### src/rtl/image_packer_if.sv
// rtl/image_packer_if.sv - packed byte stream toward the JPEG/storage path
interface image_packer_if;
  logic [7:0] out_data;
  logic       out_valid;
  logic       out_ready;
  logic       out_sof;
  logic       out_eof;

  modport master (output out_data, output out_valid, output out_sof, output out_eof,
                  input  out_ready);
  modport slave  (input  out_data, input  out_valid, input  out_sof, input  out_eof,
                  output out_ready);
endinterface

### src/rtl/image_packer.sv
// rtl/image_packer.sv - frames camera metadata and 12-bit pixels into a byte stream
// Optional trailing CRC-8 byte when IMAGE_PACKER_CRC_EN is defined.
module image_packer #(
  parameter int FIFO_DEPTH = 64
) (
  input  logic          sysClk,
  input  logic          sysRst_n,
  input  logic [11:0]   image_pixel_data,
  input  logic          image_data_valid,
  input  logic          image_metadata_line,
  input  logic          image_metadata_valid,
  input  logic          image_frame_end,
  input  logic          clear_flags,
  image_packer_if.master out_if,
  output logic          frame_active,
  output logic          fifo_overflow_flag,
  output logic          pixel_overrun_flag,
  output logic          sequence_error_flag
);

  localparam int AW = $clog2(FIFO_DEPTH);
  localparam logic [AW:0] FULL_CNT = (AW+1)'(FIFO_DEPTH);
`ifdef IMAGE_PACKER_CRC_EN
  localparam logic [2:0] TAIL_LAST = 3'd5;
`else
  localparam logic [2:0] TAIL_LAST = 3'd4;
`endif

  typedef enum logic [2:0] {S_IDLE, S_META, S_HDR, S_PIX, S_TAIL} state_t;

  state_t      state, state_nxt;
  logic [47:0] meta, meta_nxt;
  logic [5:0]  meta_cnt, meta_cnt_nxt;
  logic [2:0]  hdr_idx, hdr_idx_nxt;
  logic [2:0]  tail_idx, tail_idx_nxt;
  logic [23:0] pix_cnt, pix_cnt_nxt;
  logic        half, half_nxt;
  logic [3:0]  nib, nib_nxt;
  logic        pend, pend_nxt;
  logic [7:0]  pend_byte, pend_byte_nxt;
  logic        last_acc, last_acc_nxt;
  logic        push;
  logic [9:0]  push_word;
  logic        seq_set, ovr_set;
  logic [7:0]  tail_byte;
  logic [7:0]  crc;

  logic [9:0]    mem [FIFO_DEPTH];
  logic [AW-1:0] wr_ptr, rd_ptr;
  logic [AW:0]   count;
  logic          full, do_push, do_pop, drop;
  logic [9:0]    head;

  always_comb begin
    tail_byte = 8'h00;
    case (tail_idx)
      3'd0:    tail_byte = 8'h5A;
      3'd1:    tail_byte = 8'hA5;
      3'd2:    tail_byte = pix_cnt[23:16];
      3'd3:    tail_byte = pix_cnt[15:8];
      3'd4:    tail_byte = pix_cnt[7:0];
      default: tail_byte = crc;
    endcase
  end

  always_comb begin
    state_nxt     = state;
    meta_nxt      = meta;
    meta_cnt_nxt  = meta_cnt;
    hdr_idx_nxt   = hdr_idx;
    tail_idx_nxt  = tail_idx;
    pix_cnt_nxt   = pix_cnt;
    half_nxt      = half;
    nib_nxt       = nib;
    pend_nxt      = pend;
    pend_byte_nxt = pend_byte;
    last_acc_nxt  = 1'b0;
    push          = 1'b0;
    push_word     = 10'h000;
    seq_set       = 1'b0;
    ovr_set       = 1'b0;
    case (state)
      S_IDLE: begin
        if (image_data_valid || image_frame_end) seq_set = 1'b1;
        if (image_metadata_valid) begin
          meta_nxt     = {meta[46:0], image_metadata_line};
          meta_cnt_nxt = 6'd1;
          state_nxt    = S_META;
        end
      end
      S_META: begin
        if (image_data_valid) seq_set = 1'b1;
        if (image_frame_end) begin
          seq_set   = 1'b1;
          state_nxt = S_IDLE;
        end else if (image_metadata_valid) begin
          meta_nxt     = {meta[46:0], image_metadata_line};
          meta_cnt_nxt = meta_cnt + 6'd1;
          if (meta_cnt == 6'd47) begin
            state_nxt   = S_HDR;
            hdr_idx_nxt = 3'd0;
          end
        end
      end
      S_HDR: begin
        if (image_data_valid || image_metadata_valid || image_frame_end) seq_set = 1'b1;
        push = 1'b1;
        case (hdr_idx)
          3'd0:    push_word = {2'b01, 8'hA5};
          3'd1:    push_word = {2'b00, 8'h5A};
          3'd2:    push_word = {2'b00, meta[47:40]};
          3'd3:    push_word = {2'b00, meta[39:32]};
          3'd4:    push_word = {2'b00, meta[31:24]};
          3'd5:    push_word = {2'b00, meta[23:16]};
          3'd6:    push_word = {2'b00, meta[15:8]};
          default: push_word = {2'b00, meta[7:0]};
        endcase
        hdr_idx_nxt = hdr_idx + 3'd1;
        if (hdr_idx == 3'd7) begin
          state_nxt   = S_PIX;
          pix_cnt_nxt = 24'd0;
          half_nxt    = 1'b0;
          pend_nxt    = 1'b0;
        end
      end
      S_PIX: begin
        if (image_metadata_valid) seq_set = 1'b1;
        if (image_frame_end) begin
          if (image_data_valid) seq_set = 1'b1;
          if (pend) begin
            push      = 1'b1;
            push_word = {2'b00, pend_byte};
            pend_nxt  = 1'b0;
          end
          state_nxt    = S_TAIL;
          tail_idx_nxt = 3'd0;
        end else if (pend) begin
          // pend is only ever set by the strobe accepted last cycle
          push      = 1'b1;
          push_word = {2'b00, pend_byte};
          pend_nxt  = 1'b0;
          if (image_data_valid) ovr_set = 1'b1;
        end else if (image_data_valid) begin
          if (last_acc) begin
            ovr_set = 1'b1;
          end else begin
            last_acc_nxt = 1'b1;
            pix_cnt_nxt  = (pix_cnt == 24'hFFFFFF) ? pix_cnt : pix_cnt + 24'd1;
            push         = 1'b1;
            if (!half) begin
              push_word = {2'b00, image_pixel_data[11:4]};
              nib_nxt   = image_pixel_data[3:0];
              half_nxt  = 1'b1;
            end else begin
              push_word     = {2'b00, nib, image_pixel_data[11:8]};
              pend_nxt      = 1'b1;
              pend_byte_nxt = image_pixel_data[7:0];
              half_nxt      = 1'b0;
            end
          end
        end
      end
      S_TAIL: begin
        if (image_data_valid || image_metadata_valid || image_frame_end) seq_set = 1'b1;
        push = 1'b1;
        if (half) begin
          push_word = {2'b00, nib, 4'h0};
          half_nxt  = 1'b0;
        end else begin
          push_word    = {(tail_idx == TAIL_LAST), 1'b0, tail_byte};
          tail_idx_nxt = tail_idx + 3'd1;
          if (tail_idx == TAIL_LAST) state_nxt = S_IDLE;
        end
      end
      default: state_nxt = S_IDLE;
    endcase
  end

  always_ff @(posedge sysClk or negedge sysRst_n) begin
    if (!sysRst_n) begin
      state     <= S_IDLE;
      meta      <= 48'h0;
      meta_cnt  <= 6'd0;
      hdr_idx   <= 3'd0;
      tail_idx  <= 3'd0;
      pix_cnt   <= 24'd0;
      half      <= 1'b0;
      nib       <= 4'h0;
      pend      <= 1'b0;
      pend_byte <= 8'h00;
      last_acc  <= 1'b0;
    end else begin
      state     <= state_nxt;
      meta      <= meta_nxt;
      meta_cnt  <= meta_cnt_nxt;
      hdr_idx   <= hdr_idx_nxt;
      tail_idx  <= tail_idx_nxt;
      pix_cnt   <= pix_cnt_nxt;
      half      <= half_nxt;
      nib       <= nib_nxt;
      pend      <= pend_nxt;
      pend_byte <= pend_byte_nxt;
      last_acc  <= last_acc_nxt;
    end
  end

`ifdef IMAGE_PACKER_CRC_EN
  function automatic logic [7:0] crc8_byte(input logic [7:0] c, input logic [7:0] d);
    logic [7:0] r;
    r = c;
    for (int i = 7; i >= 0; i--) begin
      if (r[7] ^ d[i]) r = {r[6:0], 1'b0} ^ 8'h07;
      else             r = {r[6:0], 1'b0};
    end
    return r;
  endfunction

  // Dropped bytes still feed the CRC so the receiver can detect the loss
  always_ff @(posedge sysClk or negedge sysRst_n) begin
    if (!sysRst_n)             crc <= 8'h00;
    else if (state == S_IDLE)  crc <= 8'h00;
    else if (push)             crc <= crc8_byte(crc, push_word[7:0]);
  end
`else
  assign crc = 8'h00;
`endif

  assign full    = (count == FULL_CNT);
  assign do_push = push && !full;
  assign drop    = push && full;
  assign do_pop  = out_if.out_valid && out_if.out_ready;

  always_ff @(posedge sysClk) begin
    if (do_push) mem[wr_ptr] <= push_word;
  end

  always_ff @(posedge sysClk or negedge sysRst_n) begin
    if (!sysRst_n) begin
      wr_ptr <= '0;
      rd_ptr <= '0;
      count  <= '0;
    end else begin
      if (do_push) wr_ptr <= wr_ptr + 1'b1;
      if (do_pop)  rd_ptr <= rd_ptr + 1'b1;
      case ({do_push, do_pop})
        2'b10:   count <= count + 1'b1;
        2'b01:   count <= count - 1'b1;
        default: count <= count;
      endcase
    end
  end

  assign head             = mem[rd_ptr];
  assign out_if.out_valid = (count != '0);
  assign out_if.out_data  = out_if.out_valid ? head[7:0] : 8'h00;
  assign out_if.out_sof   = out_if.out_valid & head[8];
  assign out_if.out_eof   = out_if.out_valid & head[9];
  assign frame_active     = (state != S_IDLE);

  // A set event in the same cycle as clear_flags wins
  always_ff @(posedge sysClk or negedge sysRst_n) begin
    if (!sysRst_n) begin
      fifo_overflow_flag  <= 1'b0;
      pixel_overrun_flag  <= 1'b0;
      sequence_error_flag <= 1'b0;
    end else begin
      fifo_overflow_flag  <= drop    | (fifo_overflow_flag  & ~clear_flags);
      pixel_overrun_flag  <= ovr_set | (pixel_overrun_flag  & ~clear_flags);
      sequence_error_flag <= seq_set | (sequence_error_flag & ~clear_flags);
    end
  end

endmodule

### src/flat_wrapper.sv
// flat-port wrapper written by rule: the top's interface ports become plain ports
module image_packer_flat 
#(
  parameter int FIFO_DEPTH = 64
)
  (sysClk, sysRst_n, image_pixel_data, image_data_valid, image_metadata_line, image_metadata_valid, image_frame_end, clear_flags, frame_active, fifo_overflow_flag, pixel_overrun_flag, sequence_error_flag, out_if_out_data, out_if_out_valid, out_if_out_sof, out_if_out_eof, out_if_out_ready);
  image_packer_if out_if_i ();
  input  logic sysClk;
  input  logic sysRst_n;
  input  logic [11:0] image_pixel_data;
  input  logic image_data_valid;
  input  logic image_metadata_line;
  input  logic image_metadata_valid;
  input  logic image_frame_end;
  input  logic clear_flags;
  output logic frame_active;
  output logic fifo_overflow_flag;
  output logic pixel_overrun_flag;
  output logic sequence_error_flag;
  output wire logic [$bits(out_if_i.out_data)-1:0] out_if_out_data;
  output wire logic [$bits(out_if_i.out_valid)-1:0] out_if_out_valid;
  output wire logic [$bits(out_if_i.out_sof)-1:0] out_if_out_sof;
  output wire logic [$bits(out_if_i.out_eof)-1:0] out_if_out_eof;
  input wire logic [$bits(out_if_i.out_ready)-1:0] out_if_out_ready;
  assign out_if_out_data = out_if_i.out_data;
  assign out_if_out_valid = out_if_i.out_valid;
  assign out_if_out_sof = out_if_i.out_sof;
  assign out_if_out_eof = out_if_i.out_eof;
  assign out_if_i.out_ready = out_if_out_ready;
  image_packer #(.FIFO_DEPTH(FIFO_DEPTH)) u_core (.sysClk(sysClk), .sysRst_n(sysRst_n), .image_pixel_data(image_pixel_data), .image_data_valid(image_data_valid), .image_metadata_line(image_metadata_line), .image_metadata_valid(image_metadata_valid), .image_frame_end(image_frame_end), .clear_flags(clear_flags), .out_if(out_if_i), .frame_active(frame_active), .fifo_overflow_flag(fifo_overflow_flag), .pixel_overrun_flag(pixel_overrun_flag), .sequence_error_flag(sequence_error_flag));
endmodule
### config.mk
export PLATFORM = sky130hd
export DESIGN_NAME = image_packer_flat
export DESIGN_NICKNAME = d
export VERILOG_FILES = /design/src/rtl/image_packer_if.sv /design/src/rtl/image_packer.sv /design/src/flat_wrapper.sv
export SDC_FILE = /design/constraint.sdc
export NUM_CORES = 1
export LEC_CHECK = 0
export ABC_CLOCK_PERIOD_IN_PS = 4900
export BUFFER_PORTS_ARGS = -buffer_cell sky130_fd_sc_hd__buf_4
export CAP_MARGIN = 20
export CORE_ASPECT_RATIO = 0.7
export CORE_MARGIN = 5
export CORE_UTILIZATION = 55
export CTS_CLUSTER_DIAMETER = 30
export DETAILED_ROUTE_END_ITERATION = 7
export PLACE_DENSITY = 0.74
export SYNTH_ARGS = -nofsm -noshare
export SYNTH_HDL_FRONTEND = slang
export SYNTH_SLANG_ARGS = --single-unit
### constraint.sdc
create_clock -name sysClk -period 4.9 [get_ports sysClk]
set_input_delay 0.49 -clock sysClk [delete_from_list [all_inputs] [get_ports sysClk]]
set_output_delay 0.49 -clock sysClk [all_outputs]
set_load 0.02 [all_outputs]
==> metrics.md, run 1 <==
| Metric | Value |
|---|---|
| Async SR Flop Fraction | `around 16%` |
| Fraction of the mapped netlist area in simple logic gates | `under 10%` |
| First-pass detailed-route iteration total | `8` |
| Worst-Skew Late Latency | `about 0.67 ns` |
| Fin Clk Skew | `~0.030 ns` |
| Post-CTS setup buffer count | `0` |
| Clock share of power | `between 30% and 40%` |
| Number of global-route vias before repair | `roughly 18000` |
| TritonCTS clock tree | `done` |
| Register area share after synthesis | `71.14%` |
| Number of gates given a new drive strength after cts | `0` |
| Routed length on met3 | `9291 um` |
| Count of maximum capacitance violations | `0` |
| Most Frequent Cell on Critical Path | `sky130_fd_sc_hd__buf_4` |
| Number of H-tree levels | `3` |
| Internal portion of total power | `approximately 0.015 W` |
| Count of warnings emitted by yosys | `0` |
| Crit path max fanout | `45` |
| Post-DRT Antenna Nets | `0` |
| Post-synthesis share of cell area spent on full adders, half adders and majority gates | `0.7895%` |
| Combinational fraction of design power | `29.1%` |
| Clock Sink Count | `around 760` |
| Wirelength, routed | `about 76000 um` |
| Sum of routed wire segments on met1 | `31890 um` |
| Post-layout instance count excluding filler cells | `2870` |
| Detailed-route vias per instance | `around 6.4` |
| Critical path data arrival time | `about 3.8 ns` |
| Routed WL per cell | `about 26 um` |
| Final HPWL from detailed placement | `~47000 um` |
| Post-synthesis area per instance | `about 16 um2` |
| Largest net degree at the start of global routing | `65` |
| Global-route wire length before repair | `about 110000 um` |
| Delay of the slowest cell on the worst path | `around 0.95 ns` |
| Synth Net Count | `approximately 2000` |
| Clock root cell | `sky130_fd_sc_hd__clkbuf_16` |
| Highest achievable clock rate | `230.9 MHz` |
| Dpl ws | `slightly below 0.9 ns` |
| Number of buffers created by CTS | `about 110` |
| Measured slew at the worst slew-check pin | `about 1.1 ns` |
| Input/output buffers | `34` |
| P&R area growth vs syn | `15.93%` |
| Chip width | `295.5 um` |
| Type of the worst min-delay path | `primary input to flop` |
| Combined area of all synthesized cells | `approximately 31000 um2` |
| Sum of met2 wire segment lengths after detailed routing | `roughly 33000 um` |
| Pwr dens | `~630 nW/um2` |
| Required @ worst endpoint | `around 4.4 ns` |
| Final layout net count | `roughly 2100` |
| Remaining max-slew budget at the tightest pin | `between 20 and 30%` |
| Critical setup path kind | `flop to primary output` |
| Count of final hold-check violations | `0` |
| Capturing element type of the critical path | `primary output` |
| Complex-gate fraction of the synthesized area | `6.575%` |
| Starting density of the core | `~55%` |
| # placed instances | `roughly 2700` |
| Global-route total usage across every layer | `approximately 25%` |
| Crit start category | `flop` |
| IO Pins | `35` |
| Mux cell area share after synthesis | `about an eighth` |
| Switching share of power | `33.97%` |
| Fraction of final layout cells sized beyond drive strength 1 | `roughly 20%` |
| Setup repair after global routing missed its margin | `false` |
| CP cell instances | `buf_4 -> nor2b_1 -> a221oi_1 -> o21ai_0 -> a21oi_1 -> a32o_1 -> buf_4` |
| Share of the clock period used by the worst path | `between 80% and 90%` |
| Core area | `approximately 57000 um2` |
| Seq cells post-synth | `764` |
| Max Root-Sink Buffers | `3` |
| Critical path's slowest cell | `sky130_fd_sc_hd__nor2b_1` |
| Most instantiated flip-flop cell in the synthesis netlist | `sky130_fd_sc_hd__edfxtp_1` |
| Leak | `13.03 nW` |
| Remaining design rule violation count | `0` |
| Peak ir drop on the vdd network | `0.4467 mV` |
| DIE AREA | `62000 um2` |
| Number of rows in the core area | `73` |
| Final setup vio count | `0` |
| Placer's final routability congestion estimate | `around 0.91` |
| Final count of pins violating max slew | `0` |
| Clk pin slew, worst setup/hold paths | `~0.060 ns` |
| Switching component of the power | `0.007833 W` |
| Iteration-0 DRC Markers | `about 2600` |
| Antenna violations before repair | `1` |
| Minimum clock period after layout | `approximately 4.3 ns` |
| Number of distinct library cell variants in the gate-level netlist after synthesis | `70` |
| Floorplan die height | `around 210 um` |
| Worst Slack Setup Final | `around 0.57 ns` |
| Post-synthesis cell type with the largest combined area | `sky130_fd_sc_hd__edfxtp_1` |
| Sequential share of power | `37.2%` |
| Largest family of logic cells by synthesized area | `multiplexers` |
| Highest routed metal layer | `met4` |
| Top post-synthesis cells by area | `sky130_fd_sc_hd__edfxtp_1 (61%), sky130_fd_sc_hd__dfrtp_1 (9.9%), sky130_fd_sc_hd__mux4_2 (7.2%)` |
| Total vias in the final route | `18257` |
| Top cell type's share of synthesized area | `about three fifths` |
| Synthesized-area fraction occupied by xor and xnor cells | `under 10%` |
| Outcome | `finished, final reports clean` |
| Synth Instances | `between 1500 and 2000` |
| Setup total negative slack | `0 ns` |
| Overflow left after global routing | `0` |
| Overall power | `0.02305 W` |
| Count of flip-flops with a built-in enable after synthesis | `640` |
## Yosys cell counts, drive strengths merged (4+ instances only)
master  number
a211oi      29
a21oi       56
a221oi      30
a222oi      13
a22o         4
a22oi        5
a31oi        8
a32o        11
a32oi        5
and2         8
and3        11
buf         52
clkbuf      70
dfrtp      124
edfxtp     640
ha          19
inv         13
mux2        20
mux2i      141
mux4       100
nand2      200
nand2b       8
nand3       18
nand3b       8
nand4       15
nor2       112
nor3         5
o21a         4
o21ai       76
o221ai      21
o22ai       23
o31ai        8
or3          4
or3b         4
xnor2       12
xor2        25
## state kept, by name, summed over array words and instances, names as in the netlist, 3 cells and up
| signal | cells |
|---|---|
| u_core.tail_idx | 3 |
| u_core.count | 7 |
| u_core.nib | 4 |
| u_core.state | 3 |
| u_core.rd_ptr | 6 |
| u_core.meta_cnt | 6 |
| u_core.meta | 48 |
| u_core.hdr_idx | 3 |
| u_core.pend_byte | 8 |
| u_core.mem | 640 |
| u_core.wr_ptr | 6 |
| u_core.pix_cnt | 24 |
## path summary, 6_finish.rpt
| check | slack [ns] | cells after the start | endpoint | from |
|---|---|---|---|---|
| min in group asynchronous | 0.32 | 2 | u_core.pend_byte[1]$_DFFE_PN0P_ | sysRst_n |
| max in group asynchronous | 3.59 | 3 | u_core.meta[43]$_DFFE_PN0P_ | sysRst_n |
| worst min-delay path | 0.03 | 3 | u_core.meta[0]$_DFFE_PN0P_ | image_metadata_line |
| worst max register to register | 0.76 | 13 | u_core.count[6]$_DFFE_PN0P_ | u_core.state[1]$_DFFE_PN0P_ |
| worst min register to register | 0.49 | 1 | u_core.rd_ptr[5]$_DFFE_PN0P_ | u_core.rd_ptr[5]$_DFFE_PN0P_ |
| worst max-delay path | 0.57 | 7 | out_if_out_data[5] | u_core.rd_ptr[2]$_DFFE_PN0P_ |
## per-layer routing
layer  global-route usage, %  vias up
met2                   34.12     1131
met1                   38.14     9169
li1                        -     7814
met3                   7.437      143
met5                       0        -
met4                   6.626        0
## cell type report
class                      instances  area [um2]
timing repair buffer             101       818.3
clock buffer                     122        2798
antenna                            1       2.502
multi-input combinational       1036        8556
clock inverter                    81       878.3
sequential                       764       22330
inverter                          15       56.30
tap                              750       938.4
fill                            3816       20250
## cells by family (layout without fill, tap and decap cells)
family                     Yosys count  after routing
DFF                                764            764
muxes                              261            261
AOI/OAI and AO/OA                  305            305
xor gates and xnor gates            37             37
buffers and inverters              137            319
adders and majority gates           20             20
and+or+nand+nor                    413            413
other                                0              1
## metrics by stage
step	utilization, %	instance area [um2]	hold slack (ns)
after detailed placement	57.69	32670	0.4758
final	64.23	36370	0.03260
after floorplan	-	31380	0.1944
after CTS	64.20	36360	0.008309
after global routing	64.23	36370	0.01910
after global placement	57.69	32670	0.4639
## layout by cell type, fill, tap and decap left out, types with 29 or more instances in the layout
master                      instances
sky130_fd_sc_hd__a211oi_1          29
sky130_fd_sc_hd__a21oi_1           56
sky130_fd_sc_hd__a221oi_1          30
sky130_fd_sc_hd__buf_4             95
sky130_fd_sc_hd__clkbuf_16        110
sky130_fd_sc_hd__dfrtp_1          121
sky130_fd_sc_hd__edfxtp_1         640
sky130_fd_sc_hd__mux2i_1          141
sky130_fd_sc_hd__mux4_2           100
sky130_fd_sc_hd__nand2_1          199
sky130_fd_sc_hd__nor2_1           110
sky130_fd_sc_hd__o21ai_0           66
## power by group through the flow
stage                     logic, W  registers, W  clock network [W]
after global routing       0.00707       0.00861            0.00818
after CTS                  0.00658       0.00858            0.00786
final                      0.00671       0.00857            0.00777
after global placement     0.00643       0.00867                  0
after detailed placement   0.00655       0.00869                  0
after floorplan            0.00443       0.00840                  0
## worst max-delay path, delay by kind of cell, from the launching register on
family                 cells  cell delay (ns)
AOI/OAI and AO/OA          4             1.15
buffers and inverters      2             0.71
DFF                        1             0.38
and+or+nand+nor            1             0.95
## repair_timing
action,CTS,global route
setup endpoints to repair,0,0
hold endpoints to repair,35,0
hold buffers,1,0
Power figures use the tool's default switching activity.
==> inputs of run 2 (changes only) <==
CELL_PAD_IN_SITES_DETAIL_PLACEMENT = 0   (was not set)
CELL_PAD_IN_SITES_GLOBAL_PLACEMENT = 1   (was not set)
CORE_UTILIZATION = 49   (was 55)
PLACE_DENSITY = not set   (was 0.74)
PLACE_DENSITY_LB_ADDON = 0.1   (was not set)
SLEW_MARGIN = 30   (was not set)
==> metrics.md, run 2 (synthesis gave the netlist of run 1 again) <==
| Metric | Value |
|---|---|
| Remaining max-slew budget at the tightest pin | `around a third` |
| Flip-flop count of the largest register, all copies and words added | `640` |
| Highest achievable clock rate | `222.6 MHz` |
| Clock root cell | `sky130_fd_sc_hd__clkbuf_16` |
| Wirelength, routed | `~84000 um` |
| Number of cells traversed by the worst hold path | `2` |
| Remaining design rule violation count | `0` |
| Crit path max fanout | `39` |
| Final layout net count | `about 2100` |
| Final cell area excluding filler cells | `37630 um2` |
| Overflow left after global routing | `0` |
| Fill count | `around 4700` |
| Count of maximum capacitance violations | `0` |
| Number of global-route vias before repair | `roughly 18000` |
| Routed WL per cell | `~28 um` |
| Leak | `around 14 nW` |
| Launch point of the worst hold path | `image_pixel_data[3]` |
| Setup total negative slack | `0 ns` |
| Starting density of the core | `between 40% and 50%` |
| Measured slew at the worst slew-check pin | `0.9902 ns` |
| Final count of pins violating max slew | `0` |
| TritonCTS clock tree | `done` |
| Count of final hold-check violations | `0` |
| Capturing element type of the critical path | `primary output` |
| Register with the most flip-flops | `u_core.mem` |
| Number of buffers created by CTS | `between 100 and 150` |
| Core area | `63300 um2` |
| Clock Sink Count | `about 760` |
| Placer's final routability congestion estimate | `~0.92` |
| Type of the worst min-delay path | `primary input to flop` |
| Depth of the worst register-to-register path | `13` |
| Setup repair after global routing missed its margin | `false` |
| Worst-Skew Late Latency | `between 0.7 and 0.8 ns` |
| Hold EP | `u_core.nib[3]$_DFFE_PN0P_` |
| Outcome | `finished, final reports clean` |
| Max Root-Sink Buffers | `3` |
| Critical setup path kind | `flop to primary output` |
| Number of rows in the core area | `77` |
| Most common cell after layout, fill and taps aside | `sky130_fd_sc_hd__edfxtp_1` |
| Antenna violations before repair | `1` |
| Reg-to-Reg End | `u_core.count[6]$_DFFE_PN0P_` |
| FF-to-FF Start | `u_core.state[1]$_DFFE_PN0P_` |
| Registers with the highest flip-flop counts | `u_core.mem (640), u_core.meta (48), u_core.pix_cnt (24)` |
| Most frequent cells in the layout | `sky130_fd_sc_hd__edfxtp_1 (640), sky130_fd_sc_hd__nand2_1 (199), sky130_fd_sc_hd__mux2i_1 (141)` |
| Largest net degree at the start of global routing | `87` |
| Input/output buffers | `34` |
| Peak ir drop on the vdd network | `a little under 0.4 mV` |
| P&R area growth vs syn | `19.91%` |
| IO Pins | `35` |
| Clk pin slew, worst setup/hold paths | `approximately 0.050 ns` |
| Global-route total usage across every layer | `24.21%` |
| Total vias in the final route | `approximately 18000` |
| Number of H-tree levels | `4` |
| Number of gates given a new drive strength after cts | `0` |
| Global-route wire length before repair | `123200 um` |
| Placement-stage cell area | `32920 um2` |
| Critical path data arrival time | `approximately 4.0 ns` |
| Chip width | `between 300 and 400 um` |
| Floorplan die height | `about 220 um` |
| Required @ worst endpoint | `4.41 ns` |
| Final HPWL from detailed placement | `around 53000 um` |
| Crit start category | `flop` |
| Pwr dens | `664.3 nW/um2` |
| DIE AREA | `between 60000 and 70000 um2` |
| Detailed-route vias per instance | `6.100` |
| First-pass detailed-route iteration total | `5` |
| Minimum setup slack among reg-to-reg paths | `about 0.75 ns` |
| Fin Clk Skew | `roughly 0.039 ns` |
| Minimum clock period after layout | `approximately 4.5 ns` |
| Fraction of final layout cells sized beyond drive strength 1 | `a little under a quarter` |
| Share of the clock period used by the worst path | `around nine tenths` |
| Iteration-0 DRC Markers | `2174` |
| Post-DRT Antenna Nets | `0` |
| Final setup vio count | `0` |
==> run 2: changes by cell type in the layout (fill, tap and decap cells not counted), moves of 4 or more <==
cell | previous run | this run
sky130_fd_sc_hd__clkbuf_8 | 0 | 9
sky130_fd_sc_hd__buf_4 | 95 | 105
sky130_fd_sc_hd__nor2_2 | 0 | 20
sky130_fd_sc_hd__clkbuf_16 | 110 | 136
sky130_fd_sc_hd__dlygate4sd3_1 | 1 | 7
sky130_fd_sc_hd__bufinv_16 | 12 | 16
sky130_fd_sc_hd__clkinv_1 | 14 | 7
sky130_fd_sc_hd__nor2_1 | 110 | 90
sky130_fd_sc_hd__inv_6 | 14 | 18
==> run 2: metal layers <==
layer  wire [um]  GRT usage, %  up-vias
li1            -             -     7903
met1       38910         37.98     9468
met2       34540         32.65      827
met3        8752         7.213      120
met4        1746         7.320        0
met5           0             0        -
==> run 2: worst max-delay path by stage <==
stage | startpoint | endpoint | slack [ns] | depth (start not counted)
after global placement | u_core.state[1]$_DFFE_PN0P_ | u_core.count[6]$_DFFE_PN0P_ | 0.88 | 13
after global routing | u_core.rd_ptr[0]$_DFFE_PN0P_ | out_if_out_data[0] | 0.02 | 6
final | u_core.rd_ptr[0]$_DFFE_PN0P_ | out_if_out_data[0] | 0.41 | 6
after CTS | u_core.rd_ptr[0]$_DFFE_PN0P_ | out_if_out_data[0] | 0.31 | 6
after detailed placement | u_core.state[1]$_DFFE_PN0P_ | u_core.count[6]$_DFFE_PN0P_ | 0.83 | 13
after floorplan | u_core.tail_idx[0]$_DFFE_PN0P_ | u_core.mem[0][4]$_DFFE_PP_ | 0.42 | 9
==> run 2: worst max-delay path: stages, from the launching register on <==
cell                      delay [ns]
sky130_fd_sc_hd__dfrtp_4        0.99
sky130_fd_sc_hd__buf_4          0.38
sky130_fd_sc_hd__mux4_2         0.52
sky130_fd_sc_hd__o21ai_0        0.62
sky130_fd_sc_hd__nand2_1        0.18
sky130_fd_sc_hd__a32o_1         0.37
sky130_fd_sc_hd__buf_4          0.18
==> run 2: stage by stage <==
step	total power, W	hold WS, ns	cells	util (%)	worst slack [ns]
after floorplan	0.01283	0.1944	1937	-	0.4229
after global placement	0.01560	0.4765	2753	51.89	0.8776
after detailed placement	0.01569	0.4799	2755	52.01	0.8256
after CTS	0.02511	0.001866	3002	59.38	0.3102
after global routing	0.02591	0.02299	3002	59.44	0.02189
final	0.02500	0.04643	3003	59.44	0.4074
==> run 2: final cells by class <==
class,count,area (um2),area share [%]
Clock buffer,154,3561,9.464
Inverter,15,56.30,0.1496
Multi-Input combinational cell,1036,8620,22.91
Sequential cell,764,22330,59.34
Timing Repair Buffer,118,984.7,2.617
Tap cell,829,1037,2.757
Antenna cell,1,2.502,0.006651
Clock inverter,86,1037,2.757
==> run 2: timing repair <==
item / in CTS / in global routing
hold buffers: 7 / 0
setup buffers: 0 / 0
hold endpoints to repair: 94 / 0
==> run 2: power breakdown <==
part | leakage, nW | internal, W | total, W | switching, W
Clock | 2.23 | 0.00611 | 0.00939 | 0.00328
Sequential | 7.50 | 0.00807 | 0.00858 | 0.000512
Combinational | 3.87 | 0.00244 | 0.00702 | 0.00459
